**config.mk**
```make
export PLATFORM = sky130hd
export DESIGN_NAME = gpu_stencil_pixel_ctrl
export DESIGN_NICKNAME = d
export VERILOG_FILES = /design/src/rtl/gpu_stencil_pkg.sv /design/src/rtl/gpu_stencil_addr_gen.sv /design/src/rtl/gpu_stencil_pixel_ctrl.sv
export SDC_FILE = /design/constraint.sdc
export NUM_CORES = 1
export LEC_CHECK = 0
export ABC_AREA = 0
export CAP_MARGIN = 30
export CORE_UTILIZATION = 30
export DETAILED_ROUTE_END_ITERATION = 10
export MAX_ROUTING_LAYER = met4
export PLACE_DENSITY = 0.77
export SKIP_LAST_GASP = 1
export SYNTH_ARGS = -nofsm -noshare
export SYNTH_HDL_FRONTEND = slang
export SYNTH_SLANG_ARGS = --single-unit
```
**constraint.sdc**
```tcl
create_clock -name clk_i -period 4.6 [get_ports clk_i]
set_input_delay 0.92 -clock clk_i [delete_from_list [all_inputs] [get_ports clk_i]]
set_output_delay 0.92 -clock clk_i [all_outputs]
set_load 0.02 [all_outputs]
```
**src/rtl/gpu_stencil_pkg.sv**
```systemverilog
// Shared widths, FSM states and masked-write helper for the stencil pixel controller.
package gpu_stencil_pkg;

    localparam int X_W     = 10;
    localparam int Y_W     = 9;
    localparam int SADR_W  = 15;
    localparam int SWORD_W = 16;
    localparam int BIT_W   = 4;

    typedef enum logic [1:0] {
        IDLE,
        RDWAIT,
        OUT
    } state_t;

    typedef struct packed {
        logic [SWORD_W-1:0] mask;
        logic [SWORD_W-1:0] value;
    } wr_bits_t;

    function automatic wr_bits_t wr_bits(input logic [BIT_W-1:0] b, input logic val);
        wr_bits_t r;
        r.mask  = SWORD_W'(1) << b;
        r.value = {SWORD_W{val}} & r.mask;
        return r;
    endfunction

endpackage

```
**src/rtl/gpu_stencil_addr_gen.sv**
```systemverilog
// Combinational pixel-to-stencil decode: word address, bit index and single-bit mask.
// Shared by the read and write request paths so both always target the same word.
module gpu_stencil_addr_gen
    import gpu_stencil_pkg::*;
(
    input  logic [X_W-1:0]     i_x,
    input  logic [Y_W-1:0]     i_y,
    output logic [SADR_W-1:0]  o_addr,
    output logic [BIT_W-1:0]   o_bit,
    output logic [SWORD_W-1:0] o_mask
);

    wr_bits_t w_bits;

    assign o_addr = {i_y, i_x[X_W-1:BIT_W]};
    assign o_bit  = i_x[BIT_W-1:0];
    assign w_bits = wr_bits(i_x[BIT_W-1:0], 1'b1);
    assign o_mask = w_bits.mask;

endmodule

```
**src/rtl/gpu_stencil_pixel_ctrl.sv**
```systemverilog
// Per-pixel stencil test/update sequencer in front of the stencil cache.
// Optional sticky error flag enabled by GPU_STENCIL_ERR_LATCH_EN.
module gpu_stencil_pixel_ctrl
    import gpu_stencil_pkg::*;
(
    input  logic               clk_i,
    input  logic               rst_i,
    input  logic               in_valid_i,
    output logic               in_ready_o,
    input  logic [X_W-1:0]     in_x_i,
    input  logic [Y_W-1:0]     in_y_i,
    input  logic               in_check_i,
    input  logic               in_set_i,
    input  logic               in_set_val_i,
    output logic               stencil_rd_req_o,
    output logic [SADR_W-1:0]  stencil_rd_addr_o,
    input  logic [SWORD_W-1:0] stencil_rd_value_i,
    output logic               stencil_wr_req_o,
    output logic [SADR_W-1:0]  stencil_wr_addr_o,
    output logic [SWORD_W-1:0] stencil_wr_mask_o,
    output logic [SWORD_W-1:0] stencil_wr_value_o,
    input  logic               stencil_error_i,
    output logic               out_valid_o,
    input  logic               out_ready_i,
    output logic               out_pass_o,
    output logic [X_W-1:0]     out_x_o,
    output logic [Y_W-1:0]     out_y_o,
    output logic               err_o,
    input  logic               err_clr_i
);

    state_t             r_state, w_next;
    logic [X_W-1:0]     r_x;
    logic [Y_W-1:0]     r_y;
    logic               r_set, r_set_val, r_pass;
    logic               w_acc, w_rd, w_wr, w_set_val, w_pass_d;
    logic [X_W-1:0]     w_x;
    logic [Y_W-1:0]     w_y;
    logic [SADR_W-1:0]  w_addr;
    logic [BIT_W-1:0]   w_bit;
    logic [SWORD_W-1:0] w_mask;
    wr_bits_t           w_bits;

    assign in_ready_o = (r_state == IDLE) && !rst_i;
    assign w_acc      = in_valid_i && in_ready_o;

    // In IDLE the decode follows the live request; afterwards the latched one.
    assign w_x = (r_state == IDLE) ? in_x_i : r_x;
    assign w_y = (r_state == IDLE) ? in_y_i : r_y;

    gpu_stencil_addr_gen u_addr_gen (
        .i_x    (w_x),
        .i_y    (w_y),
        .o_addr (w_addr),
        .o_bit  (w_bit),
        .o_mask (w_mask)
    );

    always_comb begin
        w_next    = r_state;
        w_rd      = 1'b0;
        w_wr      = 1'b0;
        w_set_val = r_set_val;
        w_pass_d  = r_pass;
        case (r_state)
            IDLE: begin
                if (w_acc) begin
                    if (in_check_i) begin
                        w_rd   = 1'b1;
                        w_next = RDWAIT;
                    end else begin
                        w_wr      = in_set_i;
                        w_set_val = in_set_val_i;
                        w_pass_d  = 1'b1;
                        w_next    = OUT;
                    end
                end
            end
            RDWAIT: begin
                w_pass_d = ~stencil_rd_value_i[w_bit];
                w_wr     = ~stencil_rd_value_i[w_bit] & r_set;
                w_next   = OUT;
            end
            OUT: begin
                if (out_ready_i) w_next = IDLE;
            end
            default: w_next = IDLE;
        endcase
    end

    always_ff @(posedge clk_i or posedge rst_i) begin
        if (rst_i) begin
            r_state   <= IDLE;
            r_x       <= '0;
            r_y       <= '0;
            r_set     <= 1'b0;
            r_set_val <= 1'b0;
            r_pass    <= 1'b0;
        end else begin
            r_state <= w_next;
            r_pass  <= w_pass_d;
            if (w_acc) begin
                r_x       <= in_x_i;
                r_y       <= in_y_i;
                r_set     <= in_set_i;
                r_set_val <= in_set_val_i;
            end
        end
    end

    assign w_bits             = wr_bits(w_bit, w_set_val);
    assign stencil_rd_req_o   = w_rd;
    assign stencil_rd_addr_o  = w_addr;
    assign stencil_wr_req_o   = w_wr;
    assign stencil_wr_addr_o  = w_addr;
    assign stencil_wr_mask_o  = w_mask;
    assign stencil_wr_value_o = w_bits.value;
    assign out_valid_o        = (r_state == OUT);
    assign out_pass_o         = r_pass;
    assign out_x_o            = r_x;
    assign out_y_o            = r_y;

`ifdef GPU_STENCIL_ERR_LATCH_EN
    logic r_wr_q, r_err, w_illegal;

    assign w_illegal = (w_rd && w_wr) || (r_wr_q && (w_rd || w_wr));

    // Set has priority over clear.
    always_ff @(posedge clk_i or posedge rst_i) begin
        if (rst_i) begin
            r_wr_q <= 1'b0;
            r_err  <= 1'b0;
        end else begin
            r_wr_q <= w_wr;
            if (w_illegal || stencil_error_i) r_err <= 1'b1;
            else if (err_clr_i)               r_err <= 1'b0;
        end
    end

    assign err_o = r_err;
`else
    logic w_unused_err;
    assign w_unused_err = stencil_error_i ^ err_clr_i;
    assign err_o        = 1'b0;
`endif

endmodule

```
; After elaboration in Yosys (flattened, before gate mapping)
; Cells that the tools add are included.
[classes]
magnitude_cmp = 1
eq_ne = 5
shifts = 1
muxes = 20
bitwise = 3
n_reduce_logical = 7
[op_table]
columns = cell, n
row1 = $and A16 B16 Y16, 1
row2 = $shl A1 B4 Y16 const A, 1
row3 = $mux W1, 11
row4 = $mux W10, 1
row5 = $mux W9, 1
row6 = $mux W2, 3
row7 = $pmux W2 S3, 1
row8 = $lt A4 B5 Y1 const B, 1
row9 = $bmux W1 S4, 1
row10 = $ne A2 B2 Y1 const B, 2
row11 = $pmux W1 S2, 2
row12 = $reduce_and A3 Y1, 1
row13 = $eq A2 B1 Y1 const B, 1
row14 = $eq A2 B2 Y1 const B, 1
row15 = $logic_and A1 B1 Y1, 2
row16 = $logic_not A2 Y1, 1
row17 = $ne A2 B1 Y1 const B, 1
row18 = $reduce_and A2 Y1, 1
row19 = $reduce_bool A2 Y1, 1
row20 = $and A1 B1 Y1, 1
row21 = $logic_not A1 Y1, 1
row22 = $not A1 Y1, 1
[word_totals]
in_bits = 44
out_inout_bits = 87
elab_cells = 43
reg_bits = 24

; Longest topological paths before layout
[logic_depth]
word_depth = 7
depth_mapped = 9
depth_no_buf = 6

; By module
; Synthesis repeated with hierarchy kept, for this count alone.
[hier_totals]
hier_cells = 182
area_unflattened_um2 = 2014.4
[modules_own_cells]
columns = mod, area_per_inst_um2, cells_each, seq_area_each_um2, n_inst
row1 = gpu_stencil_pixel_ctrl, 1645.3, 143, 600.6, 1
row2 = gpu_stencil_addr_gen, 369.1, 39, 0.0, 1

; Worst setup path after synthesis
; No wires, ideal clock.
[synth_timing]
path_kind = input to output
startpoint = input port rst_i
endpoint = output port stencil_wr_value_o[0]
t_arrival_ns = 2.780
path_slack_ns = 0.900
n_path_buf = 1
required_ns = 3.680
cell_stages = 7
path_cell_list = inv_1 and3_1 buf_2 and2b_1 mux2i_1 or2_2 nor2_1
[synth_between]
elab_chain_cells = 6
[synth_lines]
columns = element, line_no
row1 = start: declaration, gpu_stencil_pixel_ctrl.sv:7  ; input logic rst_i,
row2 = $logic_not A1 Y1 (no line), --
row3 = $logic_and A1 B1 Y1, gpu_stencil_pixel_ctrl.sv:44  ; assign in_ready_o = (r_state == IDLE) && !rst_i;
row4 = $logic_and A1 B1 Y1, gpu_stencil_pixel_ctrl.sv:45  ; assign w_acc = in_valid_i && in_ready_o;
row5 = $mux W1, gpu_stencil_pixel_ctrl.sv:67  ; if (w_acc) begin
row6 = $mux W1, gpu_stencil_pixel_ctrl.sv:65  ; case (r_state)
row7 = $and A16 B16 Y16, gpu_stencil_pkg.sv:24  ; r.value = {SWORD_W{val}} & r.mask;
row8 = end: declaration, gpu_stencil_pixel_ctrl.sv:21  ; output logic [SWORD_W-1:0] stencil_wr_value_o,
; Every way passes these cells.

; Worst setup path after layout
[layout_timing]
startpoint = input port in_x_i[0]
endpoint = output port stencil_wr_req_o
[layout_between]
elab_chain_cells = 6
[layout_lines]
columns = element, line_no
row1 = start: declaration, gpu_stencil_pixel_ctrl.sv:10  ; input logic [X_W-1:0] in_x_i,
row2 = $mux W10, gpu_stencil_pixel_ctrl.sv:48  ; assign w_x = (r_state == IDLE) ? in_x_i : r_x;
row3 = $bmux W1 S4, gpu_stencil_pixel_ctrl.sv:81  ; w_wr = ~stencil_rd_value_i[w_bit] & r_set;
row4 = $mux W1 (implied by the code), gpu_stencil_pixel_ctrl.sv:81
row5 = $not A1 Y1, gpu_stencil_pixel_ctrl.sv:81
row6 = $and A1 B1 Y1, gpu_stencil_pixel_ctrl.sv:81
row7 = $pmux W1 S2, gpu_stencil_pixel_ctrl.sv:65
row8 = end: declaration, gpu_stencil_pixel_ctrl.sv:18  ; output logic stencil_wr_req_o,
; Every way passes these cells. The select of a mux whose other input is x is not followed.

==> results.md <==
* Run status: completed
* Number of buffers added for setup after CTS at 0
* Slowest stage cell, crit path: clkdlybuf4s50_1
* Hold violation count in the final report at 0
* Post-detailed-route DRC marker count at 0
* Crit Path Max Fanout at 7
* Number of buffers added by the clock tree synthesis step at 3
* Number of enable flip-flop cells after synthesis at 0
* Netlist area before placement at roughly 0.0018 mm^2
* Cells on worst reg2reg path at 6
* Power share of the sequential group at 19.4%
* Total of flip-flops plus latches after synthesis at 24
* Register-to-register path setup slack at slightly below 2 ns
* Detailed placement HPWL at ~4200 um
* Finished layout cell area at ~0.0031 mm^2
* Max-slew headroom at 48.59%
* Hold Buf Count CTS at 0
* Worst-Skew Late Latency at 0.27 ns
* Root Buffer: clkbuf_8
* Endpoint with the worst hold slack: r_set_val
* Average cell area after synthesis at 8.099 um^2
* GRT Residual Overflow at 0
* IO buf count at 127
* Die Outline Area at 0.006307 mm^2
* Setup TNS at 0 ns
* Arrival time reported for the critical path endpoint at 3.39 ns
* DR vias/cell at 4.704
* Number of cells in the design after placement at 402
* Synth-to-layout area growth at 71.96%
* HP Class: reg2reg
* Count of antenna diodes in the layout at 0
* Tightest Pin Transition at 0.7711 ns
* Routed length per instance at 13.48 um
* Switching portion of total power at 46.82%
* Critical Path, Cell by Cell: clkdlybuf4s50_1, nor4_1, a31oi_2, o221a_2, o21bai_1, a32oi_1, a32o_1, clkdlybuf4s50_1
* Vias in the first global route at 1837
* Final GP Congestion at a little under 0.8
* Clock tree from TritonCTS: built
* CTS clock-pin slew for the worst setup and hold paths at 0.08 ns
* Total of warnings raised by yosys at 0
* Total wirelength of the detailed-routed design at 5474 um
* Post-Synthesis Net Count at around 270
* Worst hold path cell count at 1
* Net switching power figure at ~1000 uW
* Global-route usage over all layers at about 18%
* Worst-case clock buffer depth at 2
* First drt pass iteration count at 4
* Unrepaired setup endpoints after global routing: no
* Share of layout cells above drive strength 1 at 12.28%
* Power Total at 2131 uW
* Final setup viols at 0
* Clock network fraction of design power at between 6 and 7%
* X dimension of the die at 79.42 um
* Internal Pwr Total at roughly 1100 uW
* Reg-to-reg endpoint: out_pass_o
* Die Span Y at 79.42 um
* CP max stage delay at 0.62 ns
* Antenna Nets Post-Route at 0
* Count of routing violations after the opening detailed-route iteration at 73
* I/O pin count at 131
* Pleak at 0.001282 uW
* Placement Cell Area at between 0.003 and 0.004 mm^2
* HP Start: r_set_val
* Critical path startpoint category: input port
* Initial antenna violation count at 0
* Clock period minus final worst setup slack at between 4 and 5 ns
* Post-Layout Cell Count at 406
* Number of slew-limit violations in the final report at 0
* Worst setup skew after layout at 0.003956 ns
* Number of vias after detailed routing at 1910
* Worst-case vdd ir drop at 0.4055 mV
* First-pass GRT wire length at 8707 um
* Post-synthesis cell count at 222
* Post-synth top flop: dfrtp_1
* Ys async rst share at 100.0%
* Data required, critical path at ~3.7 ns
* Count of cells resized by post-cts repair at 0
* Startpoint of the lowest-slack register-to-register path: r_state[1]
* Net count, final at 379
* Share of the yosys chip area belonging to registers at approximately a third
* Starting utilization of the core area at 31.87%
* Nature of the critical path endpoint: output port
* Pin count of the biggest net entering global routing at 27
* Type of the setup path with the least slack: in2out
* Pwr/cell area at 689.1 mW/mm^2
* Count of maximum capacitance violations at 0
* Sink Count at 24
* Final period util at 93.73%
* Std-Cell Rows at 27
* Number of distinct library cells after synthesis at 38
* Maximum clock frequency at around 230 MHz
* CTS H-Tree Depth at 1
* Core area at 0.005642 mm^2
* Post-Route Utilization at 54.80%
* Portion of total power attributed to combinational logic at about three quarters
* Most numerous cell on the critical path: clkdlybuf4s50_1
==> cells in the final DEF, fill, tap and decap left out <==
| master | n |
|---|---|
| a31oi_1 | 2 |
| o21ai_0 | 5 |
| nor2_1 | 36 |
| a21oi_1 | 2 |
| inv_1 | 9 |
| mux4_2 | 1 |
| conb_1 | 1 |
| nor4b_1 | 2 |
| o311a_1 | 1 |
| o21bai_1 | 1 |
| o2111ai_1 | 1 |
| nor4bb_1 | 1 |
| o221a_2 | 2 |
| and2_1 | 2 |
| mux2i_4 | 1 |
| nor2b_1 | 1 |
| clkbuf_8 | 4 |
| clkdlybuf4s50_1 | 127 |
| mux2i_1 | 8 |
| and2b_1 | 1 |
| dfrtp_1 | 24 |
| nor3b_1 | 2 |
| or2_1 | 1 |
| or2_2 | 4 |
| o21a_1 | 1 |
| a32o_1 | 1 |
| nand2_1 | 57 |
| nand4_1 | 1 |
| nor4_1 | 1 |
| mux2_2 | 19 |
| nand2b_1 | 2 |
| o32a_1 | 1 |
| a31oi_2 | 2 |
| a32oi_1 | 1 |
| buf_4 | 8 |
| and3_1 | 1 |
==> routing by layer <==
layer  vias to the layer above  wire, um  track usage, %
met5                         -         0               -
met4                         0        35           3.273
met3                         4       483           3.429
met2                        99      2578           31.90
met1                       867      2377           20.99
li1                        940         -               -
==> worst max path at each step <==
stage	startpoint	depth (start not counted)	endpoint	slack [ns]
2_1_floorplan	rst_i	7	stencil_wr_value_o[0]	0.90
3_3_place_gp	in_x_i[1]	8	stencil_wr_req_o	0.32
3_5_place_dp	in_x_i[0]	8	stencil_wr_req_o	0.29
4_1_cts	in_x_i[1]	8	stencil_wr_req_o	0.29
5_1_grt	r_state[1]	7	stencil_wr_req_o	0.11
6_report	in_x_i[0]	8	stencil_wr_req_o	0.29
==> per-stage QoR <==
stage | worst slack, ns | hold slack, ns
after CTS | 0.2879 | 0.5197
after floorplan | 0.9002 | 0.4722
after detailed placement | 0.2917 | 0.4988
after global routing | 0.1103 | 0.5554
final | 0.2885 | 0.5162
after global placement | 0.3169 | 0.4851
==> cell type report <==
class | instances | area [um^2]
fill | 526 | 2550
timing repair buffer | 135 | 1331
multi-input combinational | 162 | 980.9
sequential | 24 | 600.6
tap | 72 | 90.09
clock buffer | 4 | 55.05
inverter | 9 | 33.78
==> cells in the mapped netlist (2+ instances only) <==
cell type | instances | area share, %
nand2_1 | 57 | 12
nor2_1 | 36 | 7.5
dfrtp_1 | 24 | 33
mux2_2 | 19 | 12
buf_4 | 16 | 6.7
inv_1 | 9 | 1.9
mux2i_1 | 8 | 4.5
buf_2 | 5 | 1.4
o21ai_0 | 5 | 1.4
or2_2 | 4 | 1.4
clkbuf_1 | 3 | 0.63
a21oi_1 | 2 | 0.56
a31oi_1 | 2 | 0.70
a31oi_2 | 2 | 1.4
and2_1 | 2 | 0.70
buf_6 | 2 | 1.3
nand2b_1 | 2 | 0.70
nor3b_1 | 2 | 0.83
nor4b_1 | 2 | 0.97
o221a_2 | 2 | 1.3
==> cells by family after synthesis <==
family | share of synthesized area (%)
compound gates | 8.768
simple gates | 26.72
buf+inv | 12.04
other cells | 0.2086
flops | 33.40
mux | 18.86
==> state kept, by name (all words and copies together), names as in the netlist <==
signal / cells
out_y_o: 9
r_set_val: 1
r_set: 1
r_state: 2
out_pass_o: 1
out_x_o: 10
==> power groups by stage <==
stage | Sequential [uW] | Combinational (uW) | Clock [uW]
2_1_floorplan | 500 | 862 | 0
3_3_place_gp | 409 | 1570 | 0
3_5_place_dp | 414 | 1580 | 0
4_1_cts | 412 | 1590 | 149
5_1_grt | 432 | 1680 | 160
6_report | 412 | 1570 | 145
==> worst max-delay path, delay by kind of cell <==
kind / cells / cell delay, ns
AO/OA/AOI/OAI: 5 / 1.21
buffers and inverters: 2 / 1.17
AND/OR/NAND/NOR: 1 / 0.09
No activity file was read; power rests on OpenSTA's default activity.
